<file path="src/rtl/switch_mcast_top.sv">
// switch_mcast_top: N-port packet switch with per-port destination-address match,
// multicast/broadcast replication into output FIFOs, a drop path for unroutable
// packets and a memory-mapped config/status register file.

module switch_mcast_top #(
    parameter int unsigned           NUM_OF_PORTS = 4,
    parameter int unsigned           FIFO_DEPTH   = 16,
    parameter int unsigned           WORD_WIDTH   = 8,
    parameter logic [WORD_WIDTH-1:0] BCAST_ADDR   = {WORD_WIDTH{1'b1}}
) (
    input  logic                               clk,
    input  logic                               rst,
    input  logic                               sw_enable_in,
    input  logic [WORD_WIDTH-1:0]              data_in,
    output logic                               read_out,
    output logic [NUM_OF_PORTS*WORD_WIDTH-1:0] port_out,
    output logic [NUM_OF_PORTS-1:0]            port_ready,
    input  logic [NUM_OF_PORTS-1:0]            port_read,
    input  logic                               mem_sel_en,
    input  logic                               mem_wr_rd_s,
    input  logic [WORD_WIDTH-1:0]              mem_addr,
    input  logic [WORD_WIDTH-1:0]              mem_wr_data,
    output logic [WORD_WIDTH-1:0]              mem_rd_data,
    output logic                               mem_ack
);

    localparam int unsigned N     = NUM_OF_PORTS;
    localparam int unsigned W     = WORD_WIDTH;
    localparam int unsigned PTR_W = $clog2(FIFO_DEPTH);
    localparam int unsigned CNT_W = PTR_W + 1;

    localparam logic [W-1:0]     CTRL_ADDR = W'(N);
    localparam logic [W-1:0]     DROP_ADDR = W'(N + 1);
    localparam logic [CNT_W-1:0] CNT_FULL  = CNT_W'(FIFO_DEPTH);

    typedef enum logic [1:0] {
        ST_IDLE = 2'd0,
        ST_FWD  = 2'd1,
        ST_DROP = 2'd2
    } state_e;

    // parser state
    state_e         state_q, state_d;
    logic [N-1:0]   mask_q, mask_d;

    // output FIFOs
    logic [W-1:0]     mem_q    [N][FIFO_DEPTH];
    logic [W-1:0]     mem_d    [N][FIFO_DEPTH];
    logic [PTR_W-1:0] wr_ptr_q [N];
    logic [PTR_W-1:0] wr_ptr_d [N];
    logic [PTR_W-1:0] rd_ptr_q [N];
    logic [PTR_W-1:0] rd_ptr_d [N];
    logic [CNT_W-1:0] cnt_q    [N];
    logic [CNT_W-1:0] cnt_d    [N];

    // register file
    logic [W-1:0] port_addr_q [N];
    logic [W-1:0] port_addr_d [N];
    logic         bcast_en_q, bcast_en_d;
    logic [W-1:0] drop_cnt_q, drop_cnt_d;
    logic         ack_q, ack_d;
    logic [W-1:0] rd_data_q, rd_data_d;

    // combinational helpers
    logic [N-1:0] full_c;
    logic [N-1:0] in_mask_c;
    logic [N-1:0] push_c;
    logic [N-1:0] pop_c;
    logic         drop_inc_c;
    logic         ro_c;
    logic         acc_c;
    logic [W-1:0] reg_rdata_c;

    // Route mask of the incoming word and per-FIFO full flags (registered count).
    always_comb begin
        full_c    = '0;
        in_mask_c = '0;
        for (int unsigned i = 0; i < N; i++) begin
            full_c[i]    = (cnt_q[i] == CNT_FULL);
            in_mask_c[i] = (data_in == port_addr_q[i]) |
                           (bcast_en_q & (data_in == BCAST_ADDR));
        end
    end

    // Parser next-state: latch route mask on DA, replicate words, or discard.
    always_comb begin
        state_d    = state_q;
        mask_d     = mask_q;
        push_c     = '0;
        drop_inc_c = 1'b0;
        ro_c       = 1'b0;
        unique case (state_q)
            ST_IDLE: begin
                ro_c = ~|(in_mask_c & full_c);
                if (sw_enable_in) begin
                    if (in_mask_c == '0) begin
                        drop_inc_c = 1'b1;
                        state_d    = ST_DROP;
                    end else if (ro_c) begin
                        push_c  = in_mask_c;
                        mask_d  = in_mask_c;
                        state_d = ST_FWD;
                    end
                end
            end
            ST_FWD: begin
                ro_c = ~|(mask_q & full_c);
                if (!sw_enable_in) begin
                    state_d = ST_IDLE;
                end else if (ro_c) begin
                    push_c = mask_q;
                end
            end
            ST_DROP: begin
                ro_c = 1'b1;
                if (!sw_enable_in) begin
                    state_d = ST_IDLE;
                end
            end
            default: begin
                state_d = ST_IDLE;
            end
        endcase
    end

    assign read_out = ro_c & ~rst;

    // Parser state register.
    always_ff @(posedge clk or posedge rst) begin
        if (rst) begin
            state_q <= ST_IDLE;
            mask_q  <= '0;
        end else begin
            state_q <= state_d;
            mask_q  <= mask_d;
        end
    end

    // FIFO next-state: all-or-nothing push of data_in, pop ignored when empty.
    always_comb begin
        mem_d = mem_q;
        pop_c = '0;
        for (int unsigned i = 0; i < N; i++) begin
            pop_c[i]    = port_read[i] & (cnt_q[i] != '0);
            wr_ptr_d[i] = wr_ptr_q[i];
            rd_ptr_d[i] = rd_ptr_q[i];
            if (push_c[i]) begin
                mem_d[i][wr_ptr_q[i]] = data_in;
                wr_ptr_d[i]           = wr_ptr_q[i] + PTR_W'(1);
            end
            if (pop_c[i]) begin
                rd_ptr_d[i] = rd_ptr_q[i] + PTR_W'(1);
            end
            cnt_d[i] = cnt_q[i] + CNT_W'(push_c[i]) - CNT_W'(pop_c[i]);
        end
    end

    // FIFO storage; contents need no reset since reads are gated by the count.
    always_ff @(posedge clk) begin
        mem_q <= mem_d;
    end

    // FIFO pointers and occupancy counts.
    always_ff @(posedge clk or posedge rst) begin
        if (rst) begin
            for (int unsigned i = 0; i < N; i++) begin
                wr_ptr_q[i] <= '0;
                rd_ptr_q[i] <= '0;
                cnt_q[i]    <= '0;
            end
        end else begin
            wr_ptr_q <= wr_ptr_d;
            rd_ptr_q <= rd_ptr_d;
            cnt_q    <= cnt_d;
        end
    end

    // First-word-fall-through heads; zero while a FIFO is empty.
    always_comb begin
        port_out   = '0;
        port_ready = '0;
        for (int unsigned i = 0; i < N; i++) begin
            port_ready[i] = (cnt_q[i] != '0);
            if (cnt_q[i] != '0) begin
                port_out[i*W +: W] = mem_q[i][rd_ptr_q[i]];
            end
        end
    end

    // Register read mux; unmapped addresses read as zero.
    always_comb begin
        reg_rdata_c = '0;
        for (int unsigned i = 0; i < N; i++) begin
            if (mem_addr == W'(i)) begin
                reg_rdata_c = port_addr_q[i];
            end
            if (mem_addr == W'(N + 2 + i)) begin
                reg_rdata_c = W'(cnt_q[i]);
            end
        end
        if (mem_addr == CTRL_ADDR) begin
            reg_rdata_c = W'(bcast_en_q);
        end
        if (mem_addr == DROP_ADDR) begin
            reg_rdata_c = drop_cnt_q;
        end
    end

    // Register next-state: one access per two cycles, write clears drop counter.
    always_comb begin
        port_addr_d = port_addr_q;
        bcast_en_d  = bcast_en_q;
        drop_cnt_d  = drop_cnt_q;
        acc_c       = mem_sel_en & ~ack_q;
        ack_d       = acc_c;
        rd_data_d   = '0;
        if (drop_inc_c && (drop_cnt_q != {W{1'b1}})) begin
            drop_cnt_d = drop_cnt_q + W'(1);
        end
        if (acc_c) begin
            if (mem_wr_rd_s) begin
                for (int unsigned i = 0; i < N; i++) begin
                    if (mem_addr == W'(i)) begin
                        port_addr_d[i] = mem_wr_data;
                    end
                end
                if (mem_addr == CTRL_ADDR) begin
                    bcast_en_d = mem_wr_data[0];
                end
                if (mem_addr == DROP_ADDR) begin
                    drop_cnt_d = '0;
                end
            end else begin
                rd_data_d = reg_rdata_c;
            end
        end
    end

    // Register file and access-response flops.
    always_ff @(posedge clk or posedge rst) begin
        if (rst) begin
            for (int unsigned i = 0; i < N; i++) begin
                port_addr_q[i] <= W'(i);
            end
            bcast_en_q <= 1'b1;
            drop_cnt_q <= '0;
            ack_q      <= 1'b0;
            rd_data_q  <= '0;
        end else begin
            port_addr_q <= port_addr_d;
            bcast_en_q  <= bcast_en_d;
            drop_cnt_q  <= drop_cnt_d;
            ack_q       <= ack_d;
            rd_data_q   <= rd_data_d;
        end
    end

    assign mem_ack     = ack_q;
    assign mem_rd_data = rd_data_q;

endmodule

</file>
<file path="config.mk">
export PLATFORM = sky130hd
export DESIGN_NAME = switch_mcast_top
export DESIGN_NICKNAME = d
export VERILOG_FILES = /design/src/rtl/switch_mcast_top.sv
export SDC_FILE = /design/constraint.sdc
export NUM_CORES = 1
export LEC_CHECK = 0
export ABC_AREA = 1
export CAP_MARGIN = 30
export CORE_UTILIZATION = 60
export DETAILED_ROUTE_END_ITERATION = 7
export GPL_ROUTABILITY_DRIVEN = 0
export PLACE_DENSITY = 0.78
export REMOVE_ABC_BUFFERS = 1
export SLEW_MARGIN = 5
export SYNTH_ARGS = -nofsm -noshare
export SYNTH_HDL_FRONTEND = slang
export SYNTH_SLANG_ARGS = --single-unit
</file>
<file path="constraint.sdc">
create_clock -name clk -period 7.7 [get_ports clk]
set_clock_uncertainty 0.1 [all_clocks]
set_input_delay 1.54 -clock clk [delete_from_list [all_inputs] [get_ports clk]]
set_output_delay 1.54 -clock clk [all_outputs]
set_load 0.05 [all_outputs]
</file>
==> metrics.yaml, run 1 <==
pwr:
  comb_power_share_pct: 36.4
  cellLeakagePower_nw: 10.8
  peakVddDrop_uv: 483
  switching_share_pct: 38.1
  p_seq_share_pct: 36.8
  clockPowerShare_pct: 26.8
  p_sw_mw: 4.11
  p_int_mw: 6.68
  power_density_nw_per_um2: 358
grt:
  antenna_found_initial: 2
  grt_remaining_overflow: 0
  grt_first_pass_wirelength_mm: 99.4
  grt_usage_pct: 28.6
  grt_pass1_vias: 17700
  grt_max_degree: 71
clock_network:
  cts_buffers: 59
  clock_latency_ps: 620
  ctsHoldBuffers: 0
  cts_buffer_depth: 3
  tritoncts: "yes"
  cts_sinks: 620
  path_clk_slew_ps: 60
  cts_resized: 0
  cts_root_buf: "clkbuf_16"
  cts_max_level: 2
  postCtsSetupRepairBufs: 0
placement:
  portBuffers: 78
  hpwl_mm: 39.6
  placed_cell_area_sq_um: 28100
synth:
  yosysTopAreaCellShare_pct: 57.2
  synth_seq_cells: 620
  synth-xor-area-share_pct: 2.09
  ys_top_cells_by_area: "edfxtp_1, dfrtp_1, o21ai_0"
  synth_top_family_by_area: "simple AND/OR/NAND/NOR gates"
  synthCells: 2325
  syn_area_sq_um: 26900
  synth_edf_count: 512
  yosys.area_share.simple_pct: 12.6
  yosys.area_share.adder_pct: 2.58
  synth_ff_type: "edfxtp_1"
  ys_types: 46
  yosys.area.top_type: "edfxtp_1"
  async_flop_share_pct: 17.4
  yosysSeqAreaShare_pct: 67.3
  synth-compound-area-share_pct: 11.5
  syn_avg_cell_area_sq_um: 11.6
  yosysWarnings: 0
  muxShareOfSynthArea_pct: 0
layout:
  final_core_util_pct: 68.2
  stdcell_area_sq_um: 30200
  drive_gt1_share_pct: 7.10
  area_delta_synth_final_pct: 12.3
  diodes: 0
  final.fill_count: 3013
  fin_nets: 2474
die:
  fp-row-count: 77
  start_util_pct: 60.8
  die_h_um: 214
  die_width_um: 214
  die_area_sq_um: 45600
  core_sq_um: 44200
  ioPinCount: 79
timing:
  holdWs_ps: 346
  slew_headroom_pct: 33.2
  tns_ps: 0
  timing_hold_violations_final: 0
  fmax_mhz: 162
  final-max-slew-violation-count: 0
  setup_viol: 0
  final.min_clock_period_ps: 6170
  rsz0062_at_grt: "false"
  tightest_slew_ps: 1000
  min_period_over_period_pct: 80.1
routing:
  ant_nets: 0
  dr.pass1.iters: 5
  vias: 18500
  avgViaCountPerCell: 6.10
  wl_mm: 64.4
  drt_iter0_drc: 2379
  drc: 0
  wl_per_cell_um: 21.3
critical_path:
  critPathKind: "in2out"
  worstPathArrival_ps: 4530
  worst_ep_required_time_ps: 6060
  startpoint_type: "input pin"
  cp_max_fo: 46
  endpoint_kind: "primary output"
status:
  status: "complete, no violations"
hold_path:
  hold_class: "reg2reg"
job:
  maxCapViolCount: 0
[cell usage after synthesis (all sizes together) (27+ instances only)]
library cell and number:
xnor2 27, nand3 90, o21ai 330, ha 49, inv 150, clkbuf 98
o22ai 28, xor2 37, dfrtp 103, nand2 283, edfxtp 512, o221ai 102
nor2 402, a21oi 58
[cells by family after synthesis]
logic type               after synthesis
AO/OA/AOI/OAI                        529
XOR/XNOR                              64
adder cells (fa/ha/maj)               53
buffers and inverters                263
flip-flops                           620
AND/OR/NAND/NOR                      796
[flip-flops by register name, indices dropped and copies added, names as in the netlist]
register,flops
mem_q,512
port_addr_q,32
cnt_q,20
rd_ptr_q,16
wr_ptr_q,16
drop_cnt_q,8
mem_rd_data,8
mask_q,4
state_q,2
bcast_en_q,1
mem_ack,1
[cells in the final DEF (no fill, tap or decap), types with 5 or more instances in the layout]
cell type	synthesis	layout
o21ai_0	329	329
nand4_1	6	6
nand2_2	11	11
nand3_1	89	89
o22ai_1	28	28
nand2_1	266	266
ha_1	49	49
clkdlybuf4s50_1	0	70
buf_4	0	27
nand2_4	6	6
nor3_1	6	6
xor2_1	37	37
nor2_4	9	9
buf_16	0	5
buf_2	2	8
nor2_1	390	390
clkinv_2	0	10
clkbuf_1	97	17
bufinv_16	0	6
edfxtp_1	512	512
dfrtp_1	103	103
dfstp_2	5	5
o221ai_1	102	102
inv_1	144	143
clkinv_1	4	13
xnor2_1	27	27
a21oi_1	58	58
inv_2	5	5
clkbuf_16	0	61
[critical path, stage by stage]
cell	delay (ps)
buf_2	720
inv_2	120
nand2_1	100
nand2_1	50
nand2_1	60
nor2_1	50
nand2_2	60
nand2_2	90
nand2_2	100
nand2_4	60
nor2_8	200
nand2_1	80
a211oi_1	380
clkdlybuf4s50_1	880
[path summary, 6_finish.rpt]
check	end	start	slack (ps)	cells past startpoint
worst max-delay path	read_out	data_in[1]	1530	14
worst min register to register	mem_ack	mem_ack	350	1
worst min-delay path	mem_ack	mem_ack	350	1
min in group asynchronous	wr_ptr_q[4]	rst	1360	2
max in group asynchronous	port_addr_q[9]	rst	5210	4
worst max register to register	cnt_q[4]	cnt_q[7]	3950	18
[per-layer routing]
metal  share of wire (%)  routed length, um  track usage [%]
met1                  41              26500             41.4
met2                  47              30200             44.8
met3                 9.6               6160             5.37
met4                 2.4               1530             8.10
met5               0.020                 13                0
[final cells by class]
cell class	count	area, sq um	share of cell area [%]
Sequential cell	620	18100	59.9
Clock buffer	81	1630	5.41
Inverter	154	586	1.94
Multi-Input combinational cell	1442	7740	25.6
Timing Repair Buffer	111	1100	3.65
Tap cell	592	741	2.46
Clock inverter	28	287	0.950
[power by group through the flow]
stage               sequential (mW)  combinational [mW]  clock, mW
global placement               4.03                3.66          0
floorplan                      4.13                2.37          0
CTS                            3.96                3.87       2.91
global route                   3.98                4.25       3.04
detailed placement             4.02                3.83          0
finish                         3.97                3.93       2.89
[metrics by stage]
step	setup WS [ps]	cells	power [mW]
floorplan	2600	2216	6.49
global placement	1490	2907	7.70
detailed placement	1470	2912	7.85
CTS	1470	3021	10.7
global route	1350	3028	11.3
finish	1530	3028	10.8
(Power assumes the default switching activity.)
==> inputs of run 2 (changes only) <==
Clock period 7.7 ns to 5.7 ns, I/O delays scaled along.
==> metrics.yaml, run 2 (synthesis results as in run 1) <==
critical_path:
  critPathKind: "in2out"
  r2r-start: "cnt_q[13]"
  reg2reg_slack_ps: 1960
  worstPathCellList: "buf_2 > inv_2 > nand2_1 > nand2_1 > nand2_1 > nor2_1 > nand2_1 > nand2_2 > nand2_2 > nand2_4 > nor2_8 > nand2_1 > a211oi_1 > clkdlybuf4s50_1"
  cp_slowest_cell: "clkdlybuf4s50_1"
  critPathBufInv: 3
  worstPathArrival_ps: 3820
  startpoint_type: "input pin"
  rr_worst_depth: 16
  slowest_delay_ps: 890
  cpMostUsedCell: "nand2_1"
  critPathTopFamily: "buffers and inverters"
  r2r-end: "cnt_q[4]"
  worst_ep_required_time_ps: 4460
  cp_max_fo: 23
  endpoint_kind: "primary output"
status:
  status: "complete, no violations"
routing:
  ant_nets: 0
  wl_mm: 64.7
  vias: 18600
  wl_per_cell_um: 21.3
  avgViaCountPerCell: 6.11
  drt_iter0_drc: 2396
  dr.pass1.iters: 6
  drc: 0
timing:
  setup_viol: 0
  tns_ps: 0
  rsz0062_at_grt: "false"
  min_period_over_period_pct: 88.8
  fmax_mhz: 197
  final-max-slew-violation-count: 0
  timing_hold_violations_final: 0
  slew_headroom_pct: 36.2
  final.min_clock_period_ps: 5060
  tightest_slew_ps: 953
  holdWs_ps: 342
clock_network:
  cts_buffers: 60
  postCtsSetupRepairBufs: 0
  ctsHoldBuffers: 0
  cts_buffer_depth: 3
  cts_resized: 0
  cts_max_level: 2
  clock_latency_ps: 610
  tritoncts: "yes"
  cts_root_buf: "clkbuf_16"
  path_clk_slew_ps: 60
  cts_sinks: 620
hold_path:
  min_from: "mem_ack"
  hold_depth: 1
  hold_end: "mem_ack"
  hold_class: "reg2reg"
layout:
  multi_input_comb_area_sq_um: 7740
  drive_gt1_share_pct: 8.00
  fin_nets: 2485
  seqCellArea_sq_um: 18100
  final.fill_count: 3031
  largest_register_ffs: 512
  largestRegisters: "mem_q: 512 flops, port_addr_q: 32 flops, cnt_q: 20 flops"
  area_delta_synth_final_pct: 12.6
  diodes: 0
  final_common_cell: "edfxtp_1"
  final_cell_mix: "edfxtp_1, nor2_1, o21ai_0"
  regMostFlops: "mem_q"
job:
  maxCapViolCount: 0
die:
  die_h_um: 214
  die_width_um: 214
  ioPinCount: 79
  fp-row-count: 77
  die_area_sq_um: 45600
  core_sq_um: 44200
  start_util_pct: 60.8
grt:
  grt_remaining_overflow: 0
  grt_pass1_vias: 17800
  antenna_found_initial: 3
  grt_max_degree: 67
  grt_first_pass_wirelength_mm: 99.3
  grt_usage_pct: 28.8
placement:
  portBuffers: 78
  hpwl_mm: 40.9
pwr:
  cellLeakagePower_nw: 10.9
  totalPowerFinal_mw: 14.7
  peakVddDrop_uv: 622
  power_density_nw_per_um2: 486
-- run 2: cell types whose count changed in the layout (fill, tap and decap cells not counted) --
cell,delta
buf_12,-1
buf_16,-2
buf_4,+13
clkbuf_1,-9
clkbuf_16,+1
clkbuf_4,+1
clkinv_1,-1
clkinv_2,+6
clkinv_4,+3
clkinvlp_4,+1
inv_6,+1
-- run 2: how the worst max path moves through the flow --
stage,startpoint,endpoint,slack (ps),depth (start not counted)
2_1_floorplan,rd_ptr_q[0],port_out[26],1270,7
3_3_place_gp,data_in[5],read_out,720,14
3_5_place_dp,data_in[3],read_out,600,12
4_1_cts,data_in[5],read_out,600,14
5_1_grt,data_in[5],read_out,490,14
6_report,data_in[5],read_out,640,14
-- run 2: area by class of cell --
class	count	area share [%]
flip-flops and latches	620	59.8
multi-input cells	1442	25.6
clock buffers	74	5.39
repair buffers	121	3.71
well taps	592	2.45
inverters	154	1.94
clock inverters	38	1.17
-- run 2: power by group --
part	switching (mW)	internal, mW
logic	3.64	1.68
registers	0.292	5.10
clock network	1.69	2.30
total	5.63	9.08
-- run 2: per-stage QoR --
step | cells | worst slack, ps | utilization (%) | instance area [sq um]
6_report | 3041 | 636 | 68.4 | 30300
5_1_grt | 3041 | 493 | 68.4 | 30300
4_1_cts | 3038 | 600 | 68.3 | 30200
3_5_place_dp | 2926 | 596 | 63.8 | 28200
3_3_place_gp | 2925 | 724 | 63.7 | 28200
2_1_floorplan | 2216 | 1270 | - | 26400
-- run 2: per-layer routing --
metal | global-route usage (%) | wire (um) | up-vias
li1 | - | - | 8407
met2 | 45.4 | 30300 | 991
met5 | 0 | 27 | -
met3 | 4.92 | 5760 | 153
met1 | 40.7 | 26600 | 9016
met4 | 10.2 | 2050 | 4
==> inputs of run 3 (changes only) <==
Settings changed: SLEW_MARGIN 5 to default.
==> metrics.yaml, run 3 (synthesis results as in run 1) <==
critical_path:
  critPathKind: "reg2out"
  worstPathCellList: "clkinv_1 > o221ai_1 > nand3_1 > a21oi_1 > clkdlybuf4s50_1"
  critPathTopFamily: "buffers and inverters"
  cp_slowest_cell: "clkdlybuf4s50_1"
  critPathBufInv: 2
  startpoint_type: "flop"
  worstPathArrival_ps: 3820
  cp_max_fo: 18
  r2r-end: "cnt_q[9]"
  endpoint_kind: "primary output"
  worst_ep_required_time_ps: 4460
  rr_worst_depth: 15
  cp-startpoint: "rd_ptr_q[2]"
  slowest_delay_ps: 860
  reg2reg_slack_ps: 1900
  r2r-start: "cnt_q[8]"
routing:
  drt_iter0_drc: 2345
  ant_nets: 0
  wl_mm: 64.5
  dr.pass1.iters: 6
  drc: 0
  wl_per_cell_um: 21.2
  vias: 18600
  avgViaCountPerCell: 6.11
clock_network:
  clock_latency_ps: 610
  cts_buffers: 60
  cts_max_level: 2
  cts_root_buf: "clkbuf_16"
  postCtsSetupRepairBufs: 0
  path_clk_slew_ps: 60
  ctsHoldBuffers: 0
  cts_buffer_depth: 3
  cts_resized: 0
  tritoncts: "yes"
  cts_sinks: 620
grt:
  grt_pass1_vias: 17800
  met3_usage_pct: 4.92
  grt-busiest-layer: "met2"
  grt_remaining_overflow: 0
  grt_first_pass_wirelength_mm: 99.3
  use_met2_pct: 45.4
  antenna_found_initial: 3
  grt_usage_pct: 28.8
  grt_use_met1_pct: 40.7
  grt_max_degree: 67
timing:
  tightest_slew_ps: 1050
  rsz0062_at_grt: "false"
  fmax_mhz: 198
  setup_viol: 0
  slew_headroom_pct: 29.7
  final.min_clock_period_ps: 5060
  timing_hold_violations_final: 0
  final-max-slew-violation-count: 0
  tns_ps: 0
  min_period_over_period_pct: 88.7
job:
  maxCapViolCount: 0
layout:
  final_cell_mix: "edfxtp_1, nor2_1, o21ai_0"
  drive_gt1_share_pct: 7.93
  diodes: 0
  regMostFlops: "mem_q"
  largestRegisters: "mem_q: 512 flops, port_addr_q: 32 flops, cnt_q: 20 flops"
  area_delta_synth_final_pct: 12.5
  largest_register_ffs: 512
  fin_nets: 2483
  final_common_cell: "edfxtp_1"
status:
  status: "complete, no violations"
pwr:
  clockPowerShare_pct: 27.2
  cellLeakagePower_nw: 10.9
  switching_share_pct: 38.3
  totalPowerFinal_mw: 14.7
  power_density_nw_per_um2: 486
  comb_power_share_pct: 35.9
  p_seq_share_pct: 36.9
  p_int_mw: 9.06
  p_sw_mw: 5.62
  peakVddDrop_uv: 626
placement:
  hpwl_mm: 40.9
  portBuffers: 78
hold_path:
  hold_end: "mem_ack"
  hold_class: "reg2reg"
  min_from: "mem_ack"
  hold_depth: 1
die:
  core_sq_um: 44200
  die_area_sq_um: 45600
  ioPinCount: 79
  die_width_um: 214
  die_h_um: 214
  start_util_pct: 60.8
  fp-row-count: 77
-- run 3: cell count changes in the layout (fill, tap and decap cells not counted) --
cell    change
buf_16      -1
buf_4       -1
-- run 3: per-stage QoR --
stage / hold WS (ps) / utilization, % / area [sq um] / setup WS, ps / instances
after floorplan: 372 / - / 26400 / 1270 / 2216
after global placement: 329 / 63.7 / 28200 / 724 / 2925
after detailed placement: 336 / 63.8 / 28200 / 596 / 2926
after CTS: 343 / 68.3 / 30200 / 600 / 3038
after global routing: 353 / 68.3 / 30200 / 493 / 3039
final: 342 / 68.3 / 30200 / 643 / 3039
-- run 3: cell type report --
| type | count | area (sq um) |
|---|---|---|
| inverter | 154 | 586 |
| multi-input combinational | 1442 | 7740 |
| tap | 592 | 741 |
| clock inverter | 38 | 355 |
| sequential | 620 | 18100 |
| timing repair buffer | 119 | 1090 |
| clock buffer | 74 | 1630 |
| fill | 3038 | 14000 |
-- run 3: worst max path at each step --
| stage | endpoint | cells past startpoint |
|---|---|---|
| detailed placement | read_out | 12 |
| CTS | read_out | 14 |
| global placement | read_out | 14 |
| floorplan | port_out[26] | 7 |
| global route | read_out | 14 |
| finish | port_out[28] | 5 |
-- run 3: per-layer routing --
layer / vias to the layer above / routed length [um]
li1: 8401 / -
met1: 8977 / 26200
met2: 1032 / 30200
met3: 149 / 6080
met4: 4 / 2010
met5: - / 27
-- run 3: power by group through the flow --
stage	clock network (mW)	registers (mW)	logic, mW
final	3.99	5.41	5.28
after global routing	4.19	5.44	5.72
after CTS	4.02	5.43	5.19
after detailed placement	0	5.52	5.15
after global placement	0	5.52	4.93
after floorplan	0	5.57	3.20
